[src/rtl/instruction_loader.sv]
// ============================================================================
// instruction_loader: unpacks a framed byte stream into 9-bit words for the
// instruction memory write port and holds the core in reset until loaded.
// Revision: 1.0
// ============================================================================
`default_nettype none

module instruction_loader #(
  parameter int ADDR_WIDTH = 12
) (
  input  logic                  clk,
  input  logic                  reset,
  input  logic                  start,
  input  logic [7:0]            in_data,
  input  logic                  in_valid,
  output logic                  in_ready,
  output logic                  wr_en,
  output logic [ADDR_WIDTH-1:0] wr_addr,
  output logic [8:0]            wr_data,
  output logic                  busy,
  output logic                  load_done,
  output logic                  error,
  output logic                  core_hold
);

  localparam int          c_IW    = ADDR_WIDTH + 1;
  localparam logic [31:0] c_DEPTH = 32'(1) << ADDR_WIDTH;

  typedef enum logic [2:0] {
    S_IDLE    = 3'd0,
    S_LEN_LO  = 3'd1,
    S_LEN_HI  = 3'd2,
    S_DATA_LO = 3'd3,
    S_DATA_HI = 3'd4,
    S_DONE    = 3'd5,
    S_ERROR   = 3'd6
  } state_t;

  state_t                r_state, w_state_nxt;
  logic                  r_wr_en, w_wr_en;
  logic [ADDR_WIDTH-1:0] r_wr_addr, w_wr_addr;
  logic [8:0]            r_wr_data, w_wr_data;
  logic                  r_busy, r_load_done, r_error, r_core_hold;
  logic [15:0]           r_count, w_count;
  logic [7:0]            r_lo, w_lo;
  logic [c_IW-1:0]       r_index, w_index;
  logic                  w_xfer;
  logic [15:0]           w_len;
  logic                  w_last;

  assign in_ready = (r_state == S_LEN_LO) || (r_state == S_LEN_HI) ||
                    (r_state == S_DATA_LO) || (r_state == S_DATA_HI);
  assign w_xfer   = in_valid && in_ready;
  assign w_len    = {in_data, r_count[7:0]};
  // Index is one bit wider than the address so a full DEPTH-word image fits.
  assign w_last   = (32'(r_index) + 32'd1) == 32'(r_count);

  always_comb begin
    w_state_nxt = r_state;
    w_wr_en     = 1'b0;
    w_wr_addr   = r_wr_addr;
    w_wr_data   = r_wr_data;
    w_count     = r_count;
    w_lo        = r_lo;
    w_index     = r_index;
    case (r_state)
      S_IDLE, S_DONE, S_ERROR: begin
        if (start) w_state_nxt = S_LEN_LO;
      end
      S_LEN_LO: begin
        if (w_xfer) begin
          w_count[7:0] = in_data;
          w_state_nxt  = S_LEN_HI;
        end
      end
      S_LEN_HI: begin
        if (w_xfer) begin
          w_count = w_len;
          w_index = '0;
          if (w_len == 16'd0)             w_state_nxt = S_DONE;
          else if (32'(w_len) > c_DEPTH)  w_state_nxt = S_ERROR;
          else                            w_state_nxt = S_DATA_LO;
        end
      end
      S_DATA_LO: begin
        if (w_xfer) begin
          w_lo        = in_data;
          w_state_nxt = S_DATA_HI;
        end
      end
      S_DATA_HI: begin
        if (w_xfer) begin
          if (in_data[7:1] != 7'd0) begin
            w_state_nxt = S_ERROR;
          end else begin
            w_wr_en     = 1'b1;
            w_wr_addr   = r_index[ADDR_WIDTH-1:0];
            w_wr_data   = {in_data[0], r_lo};
            w_index     = r_index + c_IW'(1);
            w_state_nxt = w_last ? S_DONE : S_DATA_LO;
          end
        end
      end
      default: w_state_nxt = S_IDLE;
    endcase
  end

  always_ff @(posedge clk) begin
    if (reset) begin
      r_state     <= S_IDLE;
      r_wr_en     <= 1'b0;
      r_wr_addr   <= '0;
      r_wr_data   <= '0;
      r_busy      <= 1'b0;
      r_load_done <= 1'b0;
      r_error     <= 1'b0;
      r_core_hold <= 1'b1;
      r_count     <= '0;
      r_lo        <= '0;
      r_index     <= '0;
    end else begin
      r_state     <= w_state_nxt;
      r_wr_en     <= w_wr_en;
      r_wr_addr   <= w_wr_addr;
      r_wr_data   <= w_wr_data;
      r_busy      <= (w_state_nxt == S_LEN_LO) || (w_state_nxt == S_LEN_HI) ||
                     (w_state_nxt == S_DATA_LO) || (w_state_nxt == S_DATA_HI);
      r_load_done <= (w_state_nxt == S_DONE);
      r_error     <= (w_state_nxt == S_ERROR);
      r_core_hold <= (w_state_nxt != S_DONE);
      r_count     <= w_count;
      r_lo        <= w_lo;
      r_index     <= w_index;
    end
  end

  assign wr_en     = r_wr_en;
  assign wr_addr   = r_wr_addr;
  assign wr_data   = r_wr_data;
  assign busy      = r_busy;
  assign load_done = r_load_done;
  assign error     = r_error;
  assign core_hold = r_core_hold;

endmodule

`default_nettype wire
[config.mk]
export PLATFORM = sky130hd
export DESIGN_NAME = instruction_loader
export DESIGN_NICKNAME = d
export VERILOG_FILES = /design/src/rtl/instruction_loader.sv
export SDC_FILE = /design/constraint.sdc
export NUM_CORES = 1
export LEC_CHECK = 0
export ABC_AREA = 1
export CAP_MARGIN = 20
export CORE_MARGIN = 1.5
export CORE_UTILIZATION = 59
export DETAILED_ROUTE_END_ITERATION = 10
export PLACE_DENSITY = 0.82
export SETUP_SLACK_MARGIN = 0.4
export SYNTH_ARGS = -nofsm -noshare
export SYNTH_HDL_FRONTEND = slang
export SYNTH_SLANG_ARGS = --single-unit
[constraint.sdc]
create_clock -name clk -period 4.2 [get_ports clk]
set_input_delay 0.42 -clock clk [delete_from_list [all_inputs] [get_ports clk]]
set_output_delay 0.42 -clock clk [all_outputs]
set_load 0.05 [all_outputs]
* Word-level counts from Yosys, hierarchy flattened *
Cells that the tools add are included.

operators by class
  reductions and logical operators = 18
  bitwise logic cells = 4
  $lt $le $gt $ge = 1
  eq/ne operators = 17
  add/subtract/negate cells = 2
  multiplexer cells = 17

operator list
  cell                                                             count
  two-way mux 13 bit                                               3
  two-way mux 3 bit                                                9
  one-hot mux 13 bit (2 select lines)                              1
  equality test 3 bit, second input constant                       6
  equality test 14 x 16 -> 1 bit                                   1
  greater-than comparator 16 x 13 -> 1 bit, second input constant  1
  logical NOT 16 bit                                               1
  one-hot mux 8 bit (2 select lines)                               1
  one-hot mux 3 bit (5 select lines)                               1
  adder 13 x 1 -> 14 bit, second input constant                    1
  adder 13 x 1 -> 13 bit, second input constant                    1
  equality test 3 x 2 -> 1 bit, second input constant              4
  two-way mux 8 bit                                                1
  nonzero test 7 bit                                               1
  equality test 3 x 1 -> 1 bit, second input constant              2
  logical OR 1 bit                                                 6
  != test 2 bit, second input constant                             3
  AND reduction 3 bit                                              2
  OR reduction 3 bit                                               2
  inverter 1 bit                                                   4
  AND reduction 2 bit                                              2
  AND reduction 4 bit                                              1
  logical NOT 3 bit                                                1
  != test 3 bit, second input constant                             1
  other kinds (3)                                                  3

word-level totals
  word-level logic and storage cells = 71
  output and inout port bits = 27
  register bits after elaboration = 66

* Depth between registers and ports, before layout *
  depth after elaboration = 11
  depth in mapped cells = 19

* Worst setup path before layout *
Ideal clock, no wire load.

  path kind = reg-to-reg
  from = register r_index[0]
  to = register r_core_hold, in the netlist core_hold
  buffers on the path = 0
  clock period less this slack = 1910 ps
  library setup time = 112 ps
  stages on the path, launching flop included = 19
  path slack = 2290 ps
  data arrival time = 1798 ps
  path through = dfxtp_1 -> ha_1 -> nand2_2 -> nor2_4 -> nand2_1 -> nand2_1 -> nand2_1 -> nand2_1 -> nand2_1 -> nor2_1 -> nand2_1 -> nor2_2 -> nand2_1 -> nand2_1 -> a21oi_1 -> inv_1 -> nand2_1 -> nor2_2 -> inv_1

between the ends
  longest elaborated chain between the ends = 7

ends and longest elaborated chain
  element                             line  RTL
  from (decl)                         46    logic [c_IW-1:0] r_index, w_index;
  from (signal assigned)              133   r_index <= w_index;
  adder 13 x 1 -> 14 bit              56    assign w_last = (32'(r_index) + 32'd1) == 32'(r_count);
  equality test 14 x 16 -> 1 bit      56
  two-way mux 3 bit                   100   w_state_nxt = w_last ? S_DONE : S_DATA_LO;
  two-way mux 3 bit                   93    if (in_data[7:1] != 7'd0) begin
  two-way mux 3 bit                   92    if (w_xfer) begin
  one-hot mux 3 bit (5 select lines)  66    case (r_state)
  != test 3 bit                       130   r_core_hold <= (w_state_nxt != S_DONE);
  to (signal assigned)                130
  to (decl)                           43    logic r_busy, r_load_done, r_error, r_core_hold;

Every way passes these cells.
A chain may end at the register's enable or synchronous reset.

* Worst setup path in the final report *
  from = input port in_data[1]
  to = register r_index[0]

between the ends
  longest elaborated chain between the ends = 3

ends and longest elaborated chain
  element                        line  RTL
  from (decl)                    14    input logic [7:0] in_data,
  nonzero test 7 bit             93
  != test 2 bit (no line)        -
  AND reduction 4 bit (no line)  -

Every way passes these cells.

==> report_table.html <==
<table>
<tr><th>Metric</th><th>Value</th></tr>
<tr><th colspan="2">Yosys</th></tr>
<tr><td>Library cell occupying the most area in the post-synthesis netlist</td><td>sky130_fd_sc_hd__dfxtp_1</td></tr>
<tr><td>Distinct cell type count of the synthesized netlist</td><td>31</td></tr>
<tr><td>Yosys Warn Count</td><td>0</td></tr>
<tr><td>Synth top area share</td><td>approximately two fifths</td></tr>
<tr><td>Mapped Nets</td><td>464</td></tr>
<tr><td>Register area share after synthesis</td><td>42.0%</td></tr>
<tr><td>Cell area after technology mapping</td><td>3150 um^2</td></tr>
<tr><td>Most used flip-flop cell after synthesis</td><td>sky130_fd_sc_hd__dfxtp_1</td></tr>
<tr><td>Number of flops mapped to enable cells by yosys</td><td>0</td></tr>
<tr><td>Number of storage elements in the synthesis netlist</td><td>66</td></tr>
<tr><td>FFs w/ async S/R, synth</td><td>0%</td></tr>
<tr><td>Area contributors post-synth</td><td>sky130_fd_sc_hd__dfxtp_1, sky130_fd_sc_hd__nand2_1, sky130_fd_sc_hd__nor2_1</td></tr>
<tr><td>Post-Syn Instances</td><td>451</td></tr>
<tr><td>Avg Inst Size Synth</td><td>6.98 um^2</td></tr>
<tr><th colspan="2">Critical path</th></tr>
<tr><td>Critical Path, Cell by Cell</td><td>clkdlybuf4s50_1, nor3_1, nand2_1, nor2_4, nand2_2, inv_2, nor2_2, inv_2, nor2_1, o21a_1</td></tr>
<tr><td>Reg-to-reg startpoint</td><td>r_state[0]$_SDFF_PP0_</td></tr>
<tr><td>CP Max Fanout</td><td>40</td></tr>
<tr><td>Logic depth of the worst register-to-register path</td><td>12</td></tr>
<tr><td>Most frequent cell on the critical path</td><td>sky130_fd_sc_hd__inv_2</td></tr>
<tr><td>Crit Reg-Reg Endpoint</td><td>r_index[0]$_SDFFE_PP0P_</td></tr>
<tr><td>Critical Path Start Type</td><td>input pin</td></tr>
<tr><td>Slack of the worst reg-to-reg path</td><td>between 1.5 and 2 ns</td></tr>
<tr><td>Kind of critical path</td><td>input pin to register</td></tr>
<tr><td>CP max stage delay</td><td>0.47 ns</td></tr>
<tr><td>Required time of the worst setup path</td><td>approximately 4.4 ns</td></tr>
<tr><td>Worst setup EP type</td><td>register</td></tr>
<tr><td>Critical path data arrival time</td><td>2.95 ns</td></tr>
<tr><td>Slowest stage cell on the critical path</td><td>sky130_fd_sc_hd__clkdlybuf4s50_1</td></tr>
<tr><th colspan="2">STA</th></tr>
<tr><td>Total negative slack</td><td>0 ns</td></tr>
<tr><td>Transition time at the pin with the least slew margin</td><td>0.731 ns</td></tr>
<tr><td>Count of final hold-check violations</td><td>0</td></tr>
<tr><td>Fin crit period</td><td>between 2 and 3 ns</td></tr>
<tr><td>Achievable Freq</td><td>368 MHz</td></tr>
<tr><td>Count of final max-slew check failures</td><td>0</td></tr>
<tr><td>Minimum setup slack in the final design</td><td>1.48 ns</td></tr>
<tr><td>Unrepaired setup endpoints after global routing</td><td>false</td></tr>
<tr><td>Worst rel slew slack</td><td>a little over 50%</td></tr>
<tr><td>Part of the cycle the worst path needs</td><td>about 65%</td></tr>
<tr><td>Setup violators final</td><td>0</td></tr>
<tr><td>Clk_skew</td><td>0.00889 ns</td></tr>
<tr><th colspan="2">Placement</th></tr>
<tr><td>Pre-CTS WS</td><td>1.16 ns</td></tr>
<tr><td>HPWL reported at the end of detailed placement</td><td>5.72 mm</td></tr>
<tr><td>Placed Cells</td><td>544</td></tr>
<tr><td>Routability Congestion</td><td>0.930</td></tr>
<tr><td>IO buf count</td><td>38</td></tr>
<tr><th colspan="2">Routing</th></tr>
<tr><td>Vias</td><td>3,105</td></tr>
<tr><td>Initial detailed-routing violation count</td><td>281</td></tr>
<tr><td>Post-Route WL</td><td>~7.8 mm</td></tr>
<tr><td>Avg WL per Cell</td><td>14.0 um</td></tr>
<tr><td>Ratio of routed vias to standard cells</td><td>between 5 and 6</td></tr>
<tr><td>Number of optimization iterations in the first detailed-route pass</td><td>6</td></tr>
<tr><td>Residual DRC</td><td>0</td></tr>
<tr><td>Antenna violation net count after detailed routing</td><td>0</td></tr>
<tr><th colspan="2">Clock network</th></tr>
<tr><td>Clock latency at the later pin of the worst-skew pair</td><td>0.35 ns</td></tr>
<tr><td>Number of cells upsized or downsized after cts</td><td>0</td></tr>
<tr><td>TritonCTS buffer count</td><td>9</td></tr>
<tr><td>Number of buffers between clock root and the deepest sink</td><td>2</td></tr>
<tr><td>Sink count of the clock tree</td><td>66</td></tr>
<tr><td>Root Driver</td><td>sky130_fd_sc_hd__clkbuf_8</td></tr>
<tr><td>Clock transition at path regs</td><td>0.06 ns</td></tr>
<tr><td>TritonCTS clock tree</td><td>done</td></tr>
<tr><td>Number of hold buffers added after CTS</td><td>0</td></tr>
<tr><td>Post-CTS setup buffers</td><td>0</td></tr>
<tr><td>Maximum level of the CTS H-tree</td><td>3</td></tr>
<tr><th colspan="2">Floorplan</th></tr>
<tr><td>Starting density of the core</td><td>61.2%</td></tr>
<tr><td>Area of the core region</td><td>5140 um^2</td></tr>
<tr><td>Y dimension of the die</td><td>76.0 um</td></tr>
<tr><td>Rows</td><td>26</td></tr>
<tr><td>I/O pin cnt</td><td>39</td></tr>
<tr><td>Horizontal die dimension</td><td>76.0 um</td></tr>
<tr><td>DIE AREA</td><td>~5800 um^2</td></tr>
<tr><th colspan="2">Layout</th></tr>
<tr><td>Final standard cell count with taps included and fillers excluded</td><td>558</td></tr>
<tr><td>Diode insertion count for antenna repair</td><td>0</td></tr>
<tr><td>Number of fillers in the final layout</td><td>460</td></tr>
<tr><td>Area Growth Syn to Fin</td><td>19.2%</td></tr>
<tr><td>NumNets Final</td><td>498</td></tr>
<tr><td>Proportion of layout cells with a drive suffix above 1</td><td>7.17%</td></tr>
<tr><th colspan="2">Min path</th></tr>
<tr><td>Cell count of the worst hold path</td><td>2</td></tr>
<tr><td>Worst Hold Class</td><td>register to register</td></tr>
<tr><td>Hold worst-path end</td><td>r_lo[2]$_SDFFE_PP0P_</td></tr>
<tr><td>Start point of the worst min-delay path</td><td>r_lo[2]$_SDFFE_PP0P_</td></tr>
<tr><th colspan="2">Pwr</th></tr>
<tr><td>Cell Pwr Density</td><td>357 nW/um^2</td></tr>
<tr><td>Maximum VDD drop</td><td>0.224 mV</td></tr>
<tr><td>Cell leakage power</td><td>1.42 nW</td></tr>
<tr><th colspan="2">GRT</th></tr>
<tr><td>Number of global-route vias before repair</td><td>~2,800</td></tr>
<tr><td>Initial antenna violation count</td><td>0</td></tr>
<tr><td>Global-route wire length before repair</td><td>12.9 mm</td></tr>
<tr><td>GR Overflow Total</td><td>0</td></tr>
<tr><td>GRT Resource Usage Total</td><td>28.3%</td></tr>
<tr><td>Largest net degree at the start of global routing</td><td>41</td></tr>
<tr><th colspan="2">Status</th></tr>
<tr><td>Status</td><td>finished clean</td></tr>
<tr><th colspan="2">Run</th></tr>
<tr><td>Number of maximum-capacitance constraint violations</td><td>0</td></tr>
</table>
-- synth_stat cells, drive strengths merged, types with 2 or more instances --
cell type / number
clkbuf: 11
nand3b: 2
a211oi: 19
buf: 6
dfxtp: 66
nor2: 67
o21ai: 28
nand2: 92
nand3: 37
nor3: 6
a21oi: 37
a21boi: 2
inv: 57
nand4: 13
-- logic make-up (layout without fill, tap and decap cells) --
| kind of cell | after synthesis | in the layout | share of synthesized area, % |
|---|---|---|---|
| flops | 66 | 66 | 42.0 |
| compound gates | 90 | 90 | 16.4 |
| buf+inv | 75 | 112 | 9.58 |
| fa+ha+maj | 1 | 1 | 0.398 |
| xor+xnor | 2 | 2 | 1.03 |
| simple gates | 217 | 217 | 30.6 |
-- cell type report --
cell class                 instances  area (um^2)  share of cell area [%]
timing repair buffer              40          395                    10.5
tap                               70         87.6                    2.33
sequential                        66         1320                    35.2
clock buffer                      11          141                    3.77
inverter                          58          218                    5.80
multi-input combinational        310         1520                    40.6
clock inverter                     3         65.1                    1.73
-- registers in the layout, indices dropped and copies added, names as in the netlist --
name,cells
busy,1
error,1
wr_addr,12
r_state,3
r_index,13
wr_data,9
wr_en,1
core_hold,1
r_count,16
r_lo,8
load_done,1
-- per-stage QoR --
stage | hold WS [ns] | total power, mW | instance area (um^2) | utilization [%]
floorplan | 0.429 | 0.741 | 3150 | -
global placement | 0.440 | 0.780 | 3550 | 69.0
detailed placement | 0.452 | 0.782 | 3550 | 69.0
CTS | 0.461 | 1.35 | 3750 | 73.0
global route | 0.477 | 1.39 | 3750 | 73.0
finish | 0.464 | 1.34 | 3750 | 73.0
-- placed cells by master, fill, tap and decap left out --
cell type / Yosys / routed
sky130_fd_sc_hd__nand2_1: 90 / 90
sky130_fd_sc_hd__dfxtp_1: 66 / 66
sky130_fd_sc_hd__nor2_1: 56 / 56
sky130_fd_sc_hd__inv_1: 52 / 52
sky130_fd_sc_hd__clkdlybuf4s50_1: 0 / 38
sky130_fd_sc_hd__a21oi_1: 37 / 37
sky130_fd_sc_hd__nand3_1: 37 / 37
sky130_fd_sc_hd__o21ai_0: 28 / 28
sky130_fd_sc_hd__a211oi_1: 18 / 18
sky130_fd_sc_hd__nand4_1: 13 / 13
sky130_fd_sc_hd__clkbuf_8: 0 / 10
sky130_fd_sc_hd__nor2_2: 9 / 9
sky130_fd_sc_hd__inv_2: 5 / 5
sky130_fd_sc_hd__nor3_1: 5 / 5
sky130_fd_sc_hd__nor2_4: 2 / 2
sky130_fd_sc_hd__nand2_2: 2 / 2
sky130_fd_sc_hd__nand3b_1: 2 / 2
sky130_fd_sc_hd__a21boi_0: 2 / 2
sky130_fd_sc_hd__bufinv_16: 0 / 2
sky130_fd_sc_hd__buf_4: 2 / 2
sky130_fd_sc_hd__nor3_4: 1 / 1
sky130_fd_sc_hd__xor3_1: 1 / 1
sky130_fd_sc_hd__o22ai_1: 1 / 1
sky130_fd_sc_hd__a32oi_1: 1 / 1
sky130_fd_sc_hd__clkinv_1: 1 / 1
sky130_fd_sc_hd__xnor2_1: 1 / 1
sky130_fd_sc_hd__a31oi_1: 1 / 1
sky130_fd_sc_hd__a211oi_2: 1 / 1
sky130_fd_sc_hd__o21a_1: 1 / 1
sky130_fd_sc_hd__ha_1: 1 / 1
sky130_fd_sc_hd__clkbuf_1: 10 / 1
sky130_fd_sc_hd__clkinv_2: 0 / 1
-- layer usage --
layer / global-route usage [%] / routed length, um
met3: 4.55 / 493
met2: 47.7 / 3800
met1: 35.9 / 3340
met5: 0 / 0
met4: 12.2 / 163
-- power breakdown --
part / internal [mW] / switching, mW / total (mW)
logic: 0.0415 / 0.0818 / 0.123
registers: 0.638 / 0.00754 / 0.646
clock network: 0.343 / 0.226 / 0.569
total: 1.02 / 0.315 / 1.34
-- critical path, delay by kind of cell --
kind | cells | cell delay [ns]
AO/OA/AOI/OAI | 1 | 0.18
buffers and inverters | 3 | 1.18
AND/OR/NAND/NOR | 6 | 1.17
-- worst max path at each step --
stage | endpoint | from | cells past startpoint
final | r_index[0]$_SDFFE_PP0P_ | in_data[1] | 10
after global routing | r_index[0]$_SDFFE_PP0P_ | in_data[1] | 10
after CTS | r_index[0]$_SDFFE_PP0P_ | in_data[1] | 10
after detailed placement | r_index[0]$_SDFFE_PP0P_ | in_data[1] | 10
after global placement | r_index[0]$_SDFFE_PP0P_ | in_data[1] | 10
after floorplan | core_hold$_SDFF_PP1_ | r_index[0]$_SDFFE_PP0P_ | 18
Note: power is estimated with default switching activity, not from simulation.
